## config.mk

```make
export PLATFORM = sky130hd
export DESIGN_NAME = lut_eval_engine
export DESIGN_NICKNAME = d
export VERILOG_FILES = /design/src/rtl/lut_eval_pkg.sv /design/src/rtl/lut_row_select.sv /design/src/rtl/lut_eval_engine.sv
export SDC_FILE = /design/constraint.sdc
export NUM_CORES = 1
export LEC_CHECK = 0
export CAP_MARGIN = 10
export CORE_UTILIZATION = 50
export DETAILED_ROUTE_END_ITERATION = 10
export PLACE_DENSITY = 0.79
export RECOVER_POWER = 100
export SYNTH_ARGS = -nofsm -noshare
export SYNTH_HDL_FRONTEND = slang
export SYNTH_SLANG_ARGS = --single-unit
export TNS_END_PERCENT = 100
```

## constraint.sdc

```tcl
create_clock -name clk -period 2.2 [get_ports clk]
set_input_delay 0.33 -clock clk [delete_from_list [all_inputs] [get_ports clk]]
set_output_delay 0.33 -clock clk [all_outputs]
set_load 0.01 [all_outputs]
```

## src/rtl/lut_eval_pkg.sv

```systemverilog
// Shared types and helpers for the LUT evaluation engine.
// Holds the FSM state type and the MSB-first truth-table row lookup.
package lut_eval_pkg;

   localparam int MAX_N_IN = 6;
   localparam int MAX_TT_W = 64;

   typedef enum logic [1:0] {
      IDLE  = 2'd0,
      SWEEP = 2'd1,
      DONE  = 2'd2
   } state_t;

   function automatic int tt_width(input int n);
      return 1 << n;
   endfunction

   // Row 0 (all-zero inputs) selects the table MSB, so the table reads like a truth-table column top-down.
   function automatic logic tt_lookup(input logic [MAX_TT_W-1:0] tbl,
                                      input logic [MAX_N_IN-1:0] row,
                                      input int n);
      logic [MAX_N_IN-1:0] idx;
      idx = 6'((1 << n) - 1) - row;
      return tbl[idx];
   endfunction

endpackage

```

## src/rtl/lut_row_select.sv

```systemverilog
// Combinational truth-table mux: picks the function value for one input row.
// Shared by the evaluation path and the sweep path of the engine.
module lut_row_select
   import lut_eval_pkg::*;
#(
   parameter int N_IN = 3
)(
   input  logic [(1<<N_IN)-1:0] i_table,
   input  logic [N_IN-1:0]      i_row,
   output logic                 o_bit
);

   localparam int TT_W = tt_width(N_IN);

   logic [MAX_TT_W-1:0] w_tbl;
   logic [MAX_N_IN-1:0] w_row;

   always_comb begin
      w_tbl              = '0;
      w_tbl[TT_W-1:0]    = i_table;
      w_row              = '0;
      w_row[N_IN-1:0]    = i_row;
      o_bit              = tt_lookup(w_tbl, w_row, N_IN);
   end

endmodule

```

## src/rtl/lut_eval_engine.sv

```systemverilog
// Runtime-loadable N-input truth-table evaluator with a registered valid/ready
// evaluation channel and an exhaustive self-checking sweep mode.
module lut_eval_engine
   import lut_eval_pkg::*;
#(
   parameter int                  N_IN    = 3,
   parameter logic [(1<<N_IN)-1:0] TT_INIT = 8'hAB
)(
   input  logic                   clk,
   input  logic                   rst_n,
   input  logic                   cfg_load,
   input  logic [(1<<N_IN)-1:0]   cfg_tt,
   output logic                   cfg_err,
   input  logic                   in_valid,
   output logic                   in_ready,
   input  logic [N_IN-1:0]        in_vec,
   output logic                   out_valid,
   input  logic                   out_ready,
   output logic                   out_bit,
   output logic [N_IN-1:0]        out_row,
   input  logic                   sweep_start,
   input  logic [(1<<N_IN)-1:0]   sweep_expect,
   output logic                   busy,
   output logic                   sweep_done,
   output logic [(1<<N_IN)-1:0]   sweep_word,
   output logic                   sweep_fail
);

   localparam int TT_W = tt_width(N_IN);
   localparam logic [N_IN:0] LAST_ROW = {1'b0, {N_IN{1'b1}}};

   state_t            r_state;
   logic [TT_W-1:0]   r_table;
   logic [TT_W-1:0]   r_expect;
   logic [TT_W-1:0]   r_sweep_word;
   logic              r_sweep_fail;
   logic              r_cfg_err;
   logic              r_out_valid;
   logic              r_out_bit;
   logic [N_IN-1:0]   r_out_row;
   logic [N_IN:0]     r_ctr;

   logic              w_idle;
   logic              w_in_ready;
   logic              w_xfer;
   logic              w_cfg_ok;
   logic              w_sweep_ok;
   logic              w_cfg_rej;
   logic              w_last;
   logic              w_bit;
   logic [N_IN-1:0]   w_sel_row;
   logic [N_IN-1:0]   w_word_idx;
   logic [TT_W-1:0]   w_word_next;

   assign w_idle     = (r_state == IDLE);
   assign w_in_ready = w_idle && (!r_out_valid || out_ready);
   assign w_xfer     = in_valid && w_in_ready;
   assign w_cfg_ok   = cfg_load && w_idle;
   // A sweep must not start while a result is pending, and a same-cycle load takes priority.
   assign w_sweep_ok = sweep_start && w_idle && !cfg_load && !r_out_valid;
   assign w_cfg_rej  = (cfg_load && !w_idle) || (sweep_start && !w_sweep_ok);
   assign w_last     = (r_ctr == LAST_ROW);
   assign w_sel_row  = (r_state == SWEEP) ? r_ctr[N_IN-1:0] : in_vec;
   assign w_word_idx = ~r_ctr[N_IN-1:0];

   lut_row_select #(.N_IN(N_IN)) u_row_select (
      .i_table (r_table),
      .i_row   (w_sel_row),
      .o_bit   (w_bit)
   );

   always_comb begin
      w_word_next             = r_sweep_word;
      w_word_next[w_word_idx] = w_bit;
   end

   always_ff @(posedge clk or negedge rst_n) begin
      if (!rst_n) begin
         r_table   <= TT_INIT;
         r_cfg_err <= 1'b0;
      end else begin
         r_cfg_err <= w_cfg_rej;
         if (w_cfg_ok) begin
            r_table <= cfg_tt;
         end
      end
   end

   // Output slice holds its result until the consumer takes it.
   always_ff @(posedge clk or negedge rst_n) begin
      if (!rst_n) begin
         r_out_valid <= 1'b0;
         r_out_bit   <= 1'b0;
         r_out_row   <= '0;
      end else if (w_xfer) begin
         r_out_valid <= 1'b1;
         r_out_bit   <= w_bit;
         r_out_row   <= in_vec;
      end else if (out_ready) begin
         r_out_valid <= 1'b0;
      end
   end

   always_ff @(posedge clk or negedge rst_n) begin
      if (!rst_n) begin
         r_state      <= IDLE;
         r_expect     <= '0;
         r_sweep_word <= '0;
         r_sweep_fail <= 1'b0;
         r_ctr        <= '0;
      end else begin
         case (r_state)
            IDLE: begin
               if (w_sweep_ok) begin
                  r_expect     <= sweep_expect;
                  r_sweep_word <= '0;
                  r_sweep_fail <= 1'b0;
                  r_ctr        <= '0;
                  r_state      <= SWEEP;
               end
            end
            SWEEP: begin
               r_sweep_word <= w_word_next;
               r_ctr        <= r_ctr + 1'b1;
               // Verdict uses the word including the final row so it is valid alongside sweep_done.
               if (w_last) begin
                  r_sweep_fail <= (w_word_next != r_expect);
                  r_state      <= DONE;
               end
            end
            DONE: begin
               r_state <= IDLE;
            end
            default: begin
               r_state <= IDLE;
            end
         endcase
      end
   end

   assign cfg_err    = r_cfg_err;
   assign in_ready   = w_in_ready;
   assign out_valid  = r_out_valid;
   assign out_bit    = r_out_bit;
   assign out_row    = r_out_row;
   assign busy       = (r_state == SWEEP);
   assign sweep_done = (r_state == DONE);
   assign sweep_word = r_sweep_word;
   assign sweep_fail = r_sweep_fail;

endmodule

```

* After elaboration in Yosys (flattened, before gate mapping) *
Index checks and enable logic that the tools add are counted.

word-level totals
  register bits = 37
  output and inout bits = 18
  logic and storage cells = 62

operators by class
  equal/unequal tests = 6
  muxes and demuxes = 18
  bitwise operators = 1
  reduce and logical (&&, ||, !) cells = 22
  magnitude comparators = 3
  $add $sub $neg = 2

operator list
  operator                                                     number
  case mux 8 bit (2 select lines)                              1
  logical AND 1 bit                                            9
  bitwise mux 8 bit                                            1
  two-way mux 8 bit                                            1
  inequality test 8 bit                                        1
  case mux 4 bit (2 select lines)                              1
  less-than comparator 6 x 7 -> 1 bit (second input constant)  1
  binary-select mux 1 bit (select 6 bit)                       1
  two-way mux 1 bit                                            6
  AND reduction 2 bit                                          3
  adder 4 x 1 -> 4 bit (second input constant)                 1
  == test 4 x 3 -> 1 bit (second input constant)               1
  zero test 1 bit                                              4
  less-than comparator 3 x 4 -> 1 bit (second input constant)  1
  two-way mux 2 bit                                            2
  two-way mux 4 bit                                            1
  inequality test 2 x 1 -> 1 bit (second input constant)       2
  case mux 2 bit (2 select lines)                              1
  nonzero test 2 bit                                           2
  subtractor 3 x 3 -> 4 bit (first input constant)             1
  demux 1 bit (select 3 bit)                                   1
  >= comparator 3 x 1 -> 1 bit (second input constant)         1
  two-way mux 3 bit                                            1
  inverter 3 bit                                               1
  6 further kinds                                              7

* Longest topological paths before layout *
Gate-level depths: netlist (run 1).

  word-level depth = 9
  gate-level depth with buffers = 8
  mapped depth without buffers = 7

* By module *
Synthesis (run 1) repeated with hierarchy kept, for this count alone.

unflattened totals
  cells, all modules = 178
  area total of the unflattened synthesis = 1995.7 µm²

by module, submodules not included
  module           sequential area each (µm²)  area each (µm²)  times used  cells an instance
  lut_eval_engine  932.1                       1931.9           1           175
  lut_row_select   0.0                         63.8             1           3

* Least setup slack after synthesis (run 1) *
No wires, ideal clock.

  path type = register -> register
  start = register r_state[1]
  end = register r_out_bit, in the netlist out_bit
  arrival = 1807 ps
  clock period less this slack = 1934 ps
  path slack = 266 ps
  stages on the path, launching flop included = 7
  path through = dfrtp_1 > nand2b_1 > buf_6 > a21o_1 > a2111oi_1 > nor4_2 > mux2_1

between the ends
  longest elaborated chain between the ends = 5
  elaborated cells between the ends (all ways) = 8
  those cells by class = 1 x add/sub; 1 x eq/ne; 3 x mux; 3 x reduce/logical

ends and longest elaborated chain
  item                                     RTL line                source
  start, declared                          lut_eval_engine.sv:32   state_t r_state;
  start signal, assigned                   lut_eval_engine.sv:106  r_state <= IDLE;
  start signal, assigned                   lut_eval_engine.sv:119  r_state <= SWEEP;
  start signal, assigned                   lut_eval_engine.sv:128  r_state <= DONE;
  == test 2 x 1 -> 1 bit                   lut_eval_engine.sv:63   assign w_sel_row = (r_state == SWEEP) ? r_ctr[N_IN-1:0] : in_vec;
  two-way mux 3 bit                        lut_eval_engine.sv:63
  subtractor 3 x 3 -> 4 bit                lut_eval_pkg.sv:23      idx = 6'((1 << n) - 1) - row;
  binary-select mux 1 bit (select 6 bit)   lut_eval_pkg.sv:24      return tbl[idx];
  two-way mux 1 bit (implied by the code)  lut_eval_pkg.sv:24
  end signal, assigned                     lut_eval_engine.sv:97   r_out_bit <= w_bit;
  end, declared                            lut_eval_engine.sv:39   logic r_out_bit;

Parallel ways exist; a longest one is shown, timed or not. The select of a mux whose other input is x is not followed.
A chain may end at the register's enable or synchronous reset.

* Worst setup path in the final report (run 1) *
  start = register r_state[1]
  end = register r_sweep_word[1], in the netlist sweep_word[1]

between the ends
  longest elaborated chain between the ends = 7
  elaborated cells between the ends (all ways) = 14
  those cells by class = 1 x add/sub; 2 x eq/ne; 5 x mux; 6 x reduce/logical

ends and longest elaborated chain
  item                                     RTL line                                       source
  == test 2 x 1 -> 1 bit                   lut_eval_engine.sv:63, lut_eval_engine.sv:112
  two-way mux 3 bit                        lut_eval_engine.sv:63
  subtractor 3 x 3 -> 4 bit                lut_eval_pkg.sv:23
  binary-select mux 1 bit (select 6 bit)   lut_eval_pkg.sv:24
  two-way mux 1 bit (implied by the code)  lut_eval_pkg.sv:24
  bitwise mux 8 bit                        lut_eval_engine.sv:74                          w_word_next[w_word_idx] = w_bit;
  case mux 8 bit (2 select lines)          lut_eval_engine.sv:112                         case (r_state)
  end signal, assigned                     lut_eval_engine.sv:123                         r_sweep_word <= w_word_next;
  end, declared                            lut_eval_engine.sv:35                          logic [TT_W-1:0] r_sweep_word;

Parallel ways exist; a longest one is shown, timed or not. The select of a mux whose other input is x is not followed.

==> results of run 1 <==
[power by group through the flow]
| stage | logic, mW | clock network, mW | registers (mW) |
|---|---|---|---|
| floorplan | 1.37 | 0 | 1.27 |
| global placement | 2.14 | 0 | 1.28 |
| detailed placement | 2.20 | 0 | 1.29 |
| CTS | 2.21 | 0.496 | 1.28 |
| global route | 2.52 | 0.528 | 1.34 |
| finish | 2.30 | 0.484 | 1.29 |
[per-layer routing]
metal  GRT usage (%)  up-vias  part of all wire, %
li1                -      821                    -
met1           35.12      851                   45
met2           40.72       55                   48
met3           5.382       12                  5.1
met4           8.152        0                  2.0
met5               0        -                    0
[worst reg2reg max path: cells and delay by family (launching register included)]
kind,cells,cell delay (ns)
flops,1,0.38
simple gates,3,1.00
compound gates,3,0.39
buf+inv,2,0.28
[flip-flops by register name, summed over array words and instances (netlist names)]
register	flops
r_expect	8
r_table	8
sweep_word	8
r_ctr	4
out_row	3
r_state	2
cfg_err	1
out_bit	1
out_valid	1
sweep_fail	1
[stage by stage]
stage | power [mW] | setup TNS (ns) | util (%) | cell area (sq um) | setup slack (ns)
global placement | 3.421 | 0 | 68.52 | 2565 | 0.0008711
global route | 4.383 | -0.05601 | 71.66 | 2683 | -0.04479
floorplan | 2.641 | 0 | - | 2003 | 0.2656
CTS | 3.992 | 0 | 70.92 | 2655 | 0.03731
detailed placement | 3.491 | -0.2123 | 68.52 | 2565 | -0.1011
finish | 4.080 | 0 | 71.66 | 2683 | 0.06718
[synth_stat cells, types with 2 or more instances]
| cell | count | area, sq um |
|---|---|---|
| dfrtp_1 | 32 | 800.8 |
| mux2_2 | 18 | 202.7 |
| nand2_1 | 18 | 67.56 |
| o21ai_0 | 15 | 75.07 |
| a21oi_1 | 11 | 55.05 |
| inv_1 | 9 | 33.78 |
| nand3_1 | 8 | 40.04 |
| nor2_1 | 8 | 30.03 |
| clkbuf_1 | 7 | 26.28 |
| mux2i_1 | 6 | 60.06 |
| dfstp_2 | 5 | 131.4 |
| xor2_1 | 5 | 43.79 |
| a2111oi_0 | 4 | 35.03 |
| nor2b_1 | 4 | 25.02 |
| nand2b_1 | 3 | 18.77 |
| nor3_1 | 3 | 15.01 |
| o21ai_1 | 3 | 15.01 |
| xnor2_1 | 3 | 26.28 |
| a2111oi_1 | 2 | 20.02 |
| a211oi_1 | 2 | 15.01 |
| a21o_1 | 2 | 15.01 |
| a31oi_1 | 2 | 12.51 |
| buf_2 | 2 | 10.01 |
| buf_6 | 2 | 22.52 |
| mux2_1 | 2 | 22.52 |
| o221ai_1 | 2 | 17.52 |
| o22ai_1 | 2 | 12.51 |
| o31ai_1 | 2 | 15.01 |
| or3_4 | 2 | 22.52 |
[layout make-up]
type / count / share of cell area, %
multi-input cells: 139 / 37.31
flip-flops and latches: 37 / 34.75
repair buffers: 60 / 21.08
clock buffers: 8 / 3.358
well taps: 48 / 2.239
inverters: 9 / 1.259
[kinds of logic (layout without fill, tap and decap cells)]
kind of cell	Yosys count	after routing	share of synthesized area, %
compound gates	53	53	17.55
xor+xnor	8	8	3.498
fa+ha+maj	1	1	0.6245
buf+inv	20	77	4.622
flops	37	37	46.53
mux	26	26	14.24
simple gates	51	51	12.93
[what timing repair did]
action	4_1_cts	5_1_grt
endpoints found under the setup margin	0	4
resized for setup	0	4
buffers inserted	0	1
[layout by cell type, fill, tap and decap left out, types with 2 or more instances in the layout]
| cell type | count |
|---|---|
| a2111oi_0 | 4 |
| a2111oi_1 | 2 |
| a211oi_1 | 2 |
| a21o_1 | 2 |
| a21oi_1 | 11 |
| a31oi_1 | 2 |
| buf_4 | 16 |
| clkbuf_1 | 2 |
| clkbuf_8 | 6 |
| clkdlybuf4s50_1 | 41 |
| dfrtp_1 | 32 |
| dfstp_2 | 5 |
| inv_1 | 8 |
| mux2_1 | 2 |
| mux2_2 | 18 |
| mux2i_1 | 6 |
| nand2_1 | 18 |
| nand2b_1 | 2 |
| nand3_1 | 8 |
| nor2_1 | 8 |
| nor2b_1 | 4 |
| nor3_1 | 3 |
| o21ai_0 | 15 |
| o21ai_1 | 3 |
| o221ai_1 | 2 |
| o31ai_1 | 2 |
| or3_4 | 2 |
| xnor2_1 | 3 |
| xor2_1 | 5 |
[path summary, 6_finish.rpt]
| path | from | end | slack (ns) | cells past startpoint |
|---|---|---|---|---|
| max in group asynchronous | rst_n | cfg_err | 0.94 | 2 |
| hold / removal | out_row[1] | out_row[1] | 0.51 | 1 |
| setup / recovery | r_state[1] | sweep_word[1] | 0.07 | 8 |
| hold reg to reg | out_row[1] | out_row[1] | 0.51 | 1 |
| min in group asynchronous | rst_n | r_table[2] | 0.70 | 2 |
| setup reg to reg | r_state[1] | sweep_word[1] | 0.07 | 8 |
==> run metrics, run 1 <==
Synth Cell Area 0.002003 sq mm; total congestion overflow 0; Synth Warn # 0; DP Wirelength 3459 um; antenna-violating nets left 0; 1st-pass router iterations 4; Worst slew margin 39.54%; pwr/cell area 1521 mW/mm^2; fraction of layout cells with a size suffix above 1 21.74%; design internal power 2.440 mW; Max Slew Vio Count 0; sequential share of power 31.6%; Iter 0 DRT Violations 130; number of enable flip-flop cells after synthesis 0; DRC 0; CTS max path bufs 2; Max-cap violations 0; Final nets 278; Avg Vias per Cell 5.777; clock transition at the registers of the reported paths 0.07 ns; Leak 1.129 nW; sequential area share after synthesis 46.53%; DIE AREA 0.004263 sq mm; Yosys reg bits 37; worst vdd ir 681.6 uV; CP endpoint kind register; Mean Syn Cell Area 10.22 sq um; die extent in y 65.30 um; antenna violations before repair 0; Hold Slack 0.5105 ns; total track usage 25.73%; status complete, no violations; Boundary Pins 43; Clock power frac 11.9%; switching power 1.640 mW; max incr delay on CP 0.40 ns; CP required 2.41 ns; distinct cell type count after synthesis 41; clock skew 0.007758 ns; sw frac 40.20%; row count 22; Die X 65.30 um; syn_nets 222; TritonCTS Sinks 37; clock root buffer clkbuf_8; worst hold path class register to register; Seq. cell area 932.1 sq um; gpl congestion 0.8802; combinational power share 56.5%; via count 1739; CTS buffer count 5; Worst Path Buf+Inv 2; CP arrival 2.34 ns; final-report setup violation count 0; Placed Cells 292; predominant post-synthesis flop cell dfrtp_1; Critical Path Start Type register; cts hold-fix bufs 0; Fill cells 302; core footprint 0.003744 sq mm; Skew-Pair Late Insertion Delay 0.29 ns; Initial Util 53.51%; number of buffers added on ports 42; fmax 468.9 MHz; final wirelength 4812 um; Layout Cells excl Fill 301; first-pass GRT wire length 8217 um; largest net degree at the start of global routing 38; Area Growth Syn to Fin 33.92%; WL per Instance 15.99 um; Worst Tran Pin Value 0.9069 ns; CP delay by family, top simple AND/OR/NAND/NOR gates; share of async-settable or async-resettable flops after synthesis 100.0%; Final Hold Viols 0; critical path type register to register; diode count 0; H-tree Lvls 2; Syn Inst Count 196; CTS tree done; fin crit period 2.133 ns; Multi-input gate area 0.001001 sq mm; critical path fanouts, max 6; RSZ-0062 raised after global routing yes; Slowest-stage cell, CP or3_4; vias in the first global route 1716; period utilization 96.95%; sequence of cells on the critical path buf_4 > and3b_1 > a21o_1 > a2bb2oi_1 > buf_4 > or3_4 > or3_4 > o31ai_4
Note: power is estimated with default switching activity, not from simulation.
==> run 2, diff against run 1 <==
CORE_MARGIN = 4   (was unset)
CORE_UTILIZATION = 51   (was 50)
DONT_BUFFER_PORTS = 1   (was unset)
PLACE_DENSITY = 0.66   (was 0.79)
SYNTH_HIERARCHICAL = 1   (was unset)
==> run 2 against run 1 <==
Net effect: the run now ends with setup timing left; cell area shrank 17%; core utilization is 12 points lower; via count decreased by 18%; hold slack worse by 0.33 ns; critical path type unchanged; critical endpoint is now sweep_fail; largest power group unchanged.
==> run metrics, run 2 <==
final wirelength 4295 um (was 4812 um); cell taking the most area after synthesis dfrtp_1 (unchanged); Final nets 215 (was 278); Fill cells 320 (was 302); critical path type register to register (unchanged); Pwr Total 3.816 mW (was 4.080 mW); Die X 70.56 um (was 65.30 um); Reg-to-Reg Start r_state[1] (unchanged); die extent in y 70.56 um (was 65.30 um); worst hold path class input pin to register (was register to register); Skew-Pair Late Insertion Delay 0.29 ns (about the same); sequence of cells on the critical path nand2b_4 > inv_4 > nand2_2 > nand2_4 > mux4_2 > mux2_4 > and3_4 > a32o_2 > a2111oi_4 > a31oi_1 (was buf_4 > and3b_1 > a21o_1 > a2bb2oi_1 > buf_4 > or3_4 > or3_4 > o31ai_4); Iter 0 DRT Violations 105 (was 130); Critical Path Start Type register (unchanged); Area Growth Syn to Fin 11.29% (was 33.92%); first-pass GRT wire length 7245 um (was 8217 um); row count 22 (unchanged); H-tree Lvls 2 (unchanged); count leader, synth dfrtp_1 (unchanged); sequential area share after synthesis 46.71% (was 46.53%); worst vdd ir 758.0 uV (was 681.6 uV); Max-cap violations 0 (unchanged); CTS tree done (unchanged); antenna-violating nets left 0 (unchanged); CP delay by family, top multiplexers (was simple AND/OR/NAND/NOR gates); pwr/cell area 1718 mW/mm^2 (was 1521 mW/mm^2); clock transition at the registers of the reported paths 0.08 ns (was 0.07 ns); status finished, violations left (was complete, no violations); Boundary Pins 43 (unchanged); critical path fanouts, max 6 (unchanged); final-report setup violation count 1 (was 0); vias in the first global route 1428 (was 1716); Worst slew margin 39.93% (was 39.54%); fin crit period 2.472 ns (was 2.133 ns); predominant post-synthesis flop cell dfrtp_1 (unchanged); commonest non-fill, non-tap cell in the layout dfrtp_1 (was clkdlybuf4s50_1); Worst Tran Pin Value 0.8969 ns (was 0.9069 ns); Hold Slack 0.1826 ns (was 0.5105 ns); fmax 404.6 MHz (was 468.9 MHz); most frequent cells in the layout 32 x dfrtp_1, 20 x mux2_2, 18 x nand2_1, 10 x o21ai_0, 10 x buf_4 (was 41 x clkdlybuf4s50_1, 32 x dfrtp_1, 18 x nand2_1, 18 x mux2_2, 16 x buf_4); Max Slew Vio Count 0 (unchanged); Worst Path Buf+Inv 1 (was 2); DP Wirelength 3023 um (was 3459 um); TritonCTS Sinks 37 (unchanged); distinct cell type count after synthesis 48 (was 41); top cells by count, synth 32 x dfrtp_1, 21 x mux2_2, 20 x nand2_1 (was 32 x dfrtp_1, 18 x mux2_2, 18 x nand2_1); Synth Warn # 6 (was 0); gpl congestion 0.8044 (was 0.8802); Setup WS post-layout -0.2718 ns (was 0.06718 ns); hold path startpoint in_vec[1] (was out_row[1]); Yosys reg bits 37 (unchanged); number of enable flip-flop cells after synthesis 0 (unchanged); Mean Syn Cell Area 11.21 sq um (was 10.22 sq um); syn_nets 204 (was 222); diode count 0 (unchanged); Synth Cell Area 0.001996 sq mm (was 0.002003 sq mm); via count 1423 (was 1739); max incr delay on CP 0.49 ns (was 0.40 ns); Avg Vias per Cell 5.979 (was 5.777); DRC 0 (unchanged); cell area after layout 0.002221 sq mm (was 0.002683 sq mm); Placed Cells 227 (was 292); CP endpoint kind register (unchanged); period utilization 112.4% (was 96.95%); antenna violations before repair 0 (unchanged); Leak 0.9403 nW (was 1.129 nW); clock root buffer clkbuf_8 (unchanged); crit path launch r_state[1] (unchanged); total track usage 18.50% (was 25.73%); failing checks setup timing; CTS max path bufs 2 (unchanged); largest net degree at the start of global routing 38 (unchanged); total congestion overflow 0 (unchanged); Syn Inst Count 178 (was 196); core footprint 0.003716 sq mm (was 0.003744 sq mm); CP arrival 2.63 ns (was 2.34 ns); WL per Instance 18.05 um (was 15.99 um); Placed Area 0.002086 sq mm (was 0.002565 sq mm); Initial Util 53.70% (was 53.51%); fraction of layout cells with a size suffix above 1 31.58% (was 21.74%); clock skew 0.006950 ns (was 0.007758 ns); number of buffers added on ports 0 (was 42); Fin Setup TNS -0.2718 ns (was 0 ns); 1st-pass router iterations 4 (unchanged); CP required 2.36 ns (was 2.41 ns); Slowest-stage cell, CP mux4_2 (was or3_4); top cell type's share of synthesized area 40.13% (was 39.98%); CTS buffer count 5 (unchanged); Layout Cells excl Fill 238 (was 301); share of async-settable or async-resettable flops after synthesis 100.0% (unchanged); DIE AREA 0.004978 sq mm (was 0.004263 sq mm); RSZ-0062 raised after global routing yes (unchanged); synth top area cells dfrtp_1 40%, mux2_2 12%, dfstp_2 6.6% (was dfrtp_1 40%, mux2_2 10%, dfstp_2 6.6%); Final Hold Viols 0 (unchanged)
[run 2: power breakdown]
part           internal (mW)  switching (mW)  total (mW)
Combinational          0.922           0.936        1.86
Clock                  0.368           0.245       0.613
Sequential              1.03           0.317        1.34
[run 2: final cells by class]
class | count | area, sq um | area share, %
clock buffer | 6 | 82.58 | 3.718
clock inverter | 2 | 37.54 | 1.690
inverter | 4 | 17.52 | 0.7887
multi-input combinational | 126 | 989.7 | 44.56
sequential | 37 | 932.1 | 41.97
tap | 48 | 60.06 | 2.704
timing repair buffer | 15 | 101.3 | 4.563
[run 2: stage by stage]
| step | utilization [%] | setup WS (ns) |
|---|---|---|
| 6_report | 59.76 | -0.2718 |
| 5_1_grt | 59.76 | -0.3511 |
| 4_1_cts | 60.37 | -0.2721 |
| 3_5_place_dp | 56.13 | -0.2665 |
| 3_3_place_gp | 56.13 | -0.1518 |
| 2_1_floorplan | - | -0.2946 |
[run 2: layer usage]
metal,routed length [um],up-vias,global-route usage [%],share of wire (%)
met5,0,-,0,0
met4,70,0,5.637,1.6
met3,327,9,6.534,7.6
met2,2052,43,28.90,48
met1,1846,705,24.38,43
li1,-,666,-,-
[run 2: path summary, 6_finish.rpt]
check                      depth (start not counted)  slack, ns    endpoint
setup reg to reg                                  10      -0.27  sweep_fail
hold / removal                                     1       0.18  out_row[1]
min in group asynchronous                          2       0.71   out_valid
setup / recovery                                  10      -0.27  sweep_fail
hold reg to reg                                    1       0.53  r_table[4]
max in group asynchronous                          2       0.92    r_ctr[2]
[run 2: repair_timing]
| action | 4_1_cts | 5_1_grt |
|---|---|---|
| hold buffers | 2 | 0 |
| buffers inserted | 1 | 0 |
| endpoints found under the hold margin | 37 | 0 |
| pin swaps | 2 | 1 |
| endpoints found under the setup margin | 1 | 4 |
| resized for setup | 0 | 3 |
[run 2: cell families (layout without fill, tap and decap cells)]
logic type / after synthesis / after routing / share of synthesized area, %
AND/OR/NAND/NOR: 57 / 57 / 15.86
adder cells (fa/ha/maj): 1 / 1 / 0.6269
buffers and inverters: 15 / 27 / 5.141
AO/OA/AOI/OAI: 35 / 35 / 12.29
XOR/XNOR: 6 / 6 / 2.633
multiplexers: 27 / 27 / 16.74
flip-flops: 37 / 37 / 46.71
==> run 3, diff against run 2 <==
CORE_UTILIZATION = 36   (was 51)
PLACE_DENSITY = unset   (was 0.66)
==> run 3 against run 2 <==
Net effect: the run still ends with setup timing left; final cell count grew 8.8%; die area is 37% higher; register-to-register slack better by 0.05 ns; combinational power fell by 2%; power shrank 5.4%; flip-flop and latch count stayed put; sequential share of layout area increased by 0.17 points; core utilization fell by 18 points; global-route usage is 4.1 points lower; clock power shrank 26%.
==> run metrics, run 3 (synthesis results as in run 2) <==
commonest non-fill, non-tap cell in the layout dfrtp_1 (unchanged); critical path type register to register (unchanged); gpl congestion 0.7778 (was 0.8044); CP arrival 2.58 ns (was 2.63 ns); number of buffers added on ports 0 (unchanged); antenna violations before repair 0 (unchanged); Worst Path Buf+Inv 1 (unchanged); CP endpoint kind register (unchanged); Die X 82.46 um (was 70.56 um); Worst Tran Pin Value 0.9360 ns (was 0.8969 ns); fmax 413.2 MHz (was 404.6 MHz); diode count 0 (unchanged); RSZ-0062 raised after global routing yes (unchanged); worst vdd ir 542.1 uV (was 758.0 uV); Fin Setup TNS -0.2203 ns (was -0.2718 ns); WL per Instance 16.66 um (was 18.05 um); Worst slew margin 37.60% (was 39.93%); largest net degree at the start of global routing 38 (unchanged); Final Hold Viols 0 (unchanged); Avg Vias per Cell 5.336 (was 5.979); row count 26 (was 22); Iter 0 DRT Violations 44 (was 105); 1st-pass router iterations 4 (unchanged); Critical Path Start Type register (unchanged); fin crit period 2.420 ns (was 2.472 ns); Area Growth Syn to Fin 10.85% (was 11.29%); critical path fanouts, max 6 (unchanged); status finished, violations left (unchanged); most frequent cells in the layout 32 x dfrtp_1, 20 x mux2_2, 18 x nand2_1, 10 x o21ai_0, 10 x buf_4 (unchanged); core footprint 0.005238 sq mm (was 0.003716 sq mm); Initial Util 38.10% (was 53.70%); period utilization 110.0% (was 112.4%); CTS max path bufs 2 (unchanged); CTS buffer count 5 (unchanged); Final nets 214 (was 215); failing checks setup timing (unchanged); die extent in y 82.46 um (was 70.56 um); final wirelength 4316 um (was 4295 um); pwr/cell area 1632 mW/mm^2 (was 1718 mW/mm^2); clock transition at the registers of the reported paths 0.07 ns (was 0.08 ns); antenna-violating nets left 0 (unchanged); total congestion overflow 0 (unchanged); CP delay by family, top multiplexers (unchanged); final-report setup violation count 1 (unchanged); DIE AREA 0.006799 sq mm (was 0.004978 sq mm); Leak 0.9245 nW (was 0.9403 nW); Slowest-stage cell, CP mux4_2 (unchanged); pre-CTS WS -0.2363 ns (was -0.2665 ns); Max-cap violations 0 (unchanged); TritonCTS Sinks 37 (unchanged); DP Wirelength 3078 um (was 3023 um); H-tree Lvls 2 (unchanged); Boundary Pins 43 (unchanged); DRC 0 (unchanged); total track usage 14.43% (was 18.50%); max incr delay on CP 0.49 ns (about the same); worst hold path class input pin to register (unchanged); Max Slew Vio Count 0 (unchanged); fraction of layout cells with a size suffix above 1 31.22% (was 31.58%); CTS tree done (unchanged); Skew-Pair Late Insertion Delay 0.29 ns (about the same); CP required 2.36 ns (about the same); clock skew 0.008984 ns (was 0.006950 ns); clock root buffer clkbuf_8 (unchanged); sequence of cells on the critical path nand2b_4 > inv_4 > nand2_2 > nand2_4 > mux4_2 > mux2_4 > and3_4 > a32o_2 > a2111oi_4 > a31oi_1 (unchanged); vias in the first global route 1446 (was 1428); first-pass GRT wire length 7348 um (was 7245 um); via count 1382 (was 1423); Setup WS post-layout -0.2203 ns (was -0.2718 ns)
run 3: layer usage:
metal  vias to the layer above  routed length (um)  track usage (%)
met1                       690                1804            18.66
met4                         0                  86            5.980
li1                        657                   -                -
met2                        28                2168            22.36
met5                         -                   0                0
met3                         7                 257            4.447
run 3: power by group:
part | total, mW | leakage [nW] | switching [mW] | internal, mW
logic | 1.82 | 0.431 | 0.913 | 0.904
registers | 1.34 | 0.452 | 0.314 | 1.03
clock network | 0.453 | 0.0422 | 0.231 | 0.222
total | 3.61 | 0.925 | 1.46 | 2.15
run 3: final cells by class:
cell class | instances | area, sq um
Clock buffer | 7 | 76.32
Timing Repair Buffer | 14 | 97.59
Fill cell | 502 | 3025
Sequential cell | 37 | 932.1
Inverter | 4 | 17.52
Multi-Input combinational cell | 126 | 996.0
Clock inverter | 1 | 5.005
Tap cell | 70 | 87.58
run 3: through the flow:
| stage | area [sq um] | total power [mW] | utilization [%] | hold slack [ns] | instances |
|---|---|---|---|---|---|
| 5_1_grt | 2212 | 3.913 | 42.24 | 0.1709 | 259 |
| 3_5_place_dp | 2106 | 3.152 | 40.21 | 0.03612 | 248 |
| 4_1_cts | 2230 | 3.663 | 42.57 | 0.1722 | 259 |
| 3_3_place_gp | 2106 | 3.100 | 40.21 | 0.03556 | 248 |
| 6_report | 2212 | 3.610 | 42.24 | 0.1854 | 259 |
| 2_1_floorplan | 2031 | 2.779 | - | 0.03441 | 178 |
run 3: worst paths after layout:
kind | slack, ns | startpoint | end | depth (start not counted)
worst max-delay path | -0.22 | r_state[1] | sweep_fail | 10
worst min-delay path | 0.19 | in_vec[1] | out_row[1] | 1
worst max register to register | -0.22 | r_state[1] | sweep_fail | 10
worst min register to register | 0.52 | r_table[4] | r_table[4] | 1
max in group asynchronous | 0.90 | rst_n | sweep_word[6] | 2
min in group asynchronous | 0.71 | rst_n | out_row[2] | 2
run 3: timing repair:
action	in CTS	in global routing
setup endpoints to repair	1	5
pin swaps	2	1
hold buffers	2	0
resized for setup	1	2
endpoints found under the hold margin	37	0
setup buffers	1	0
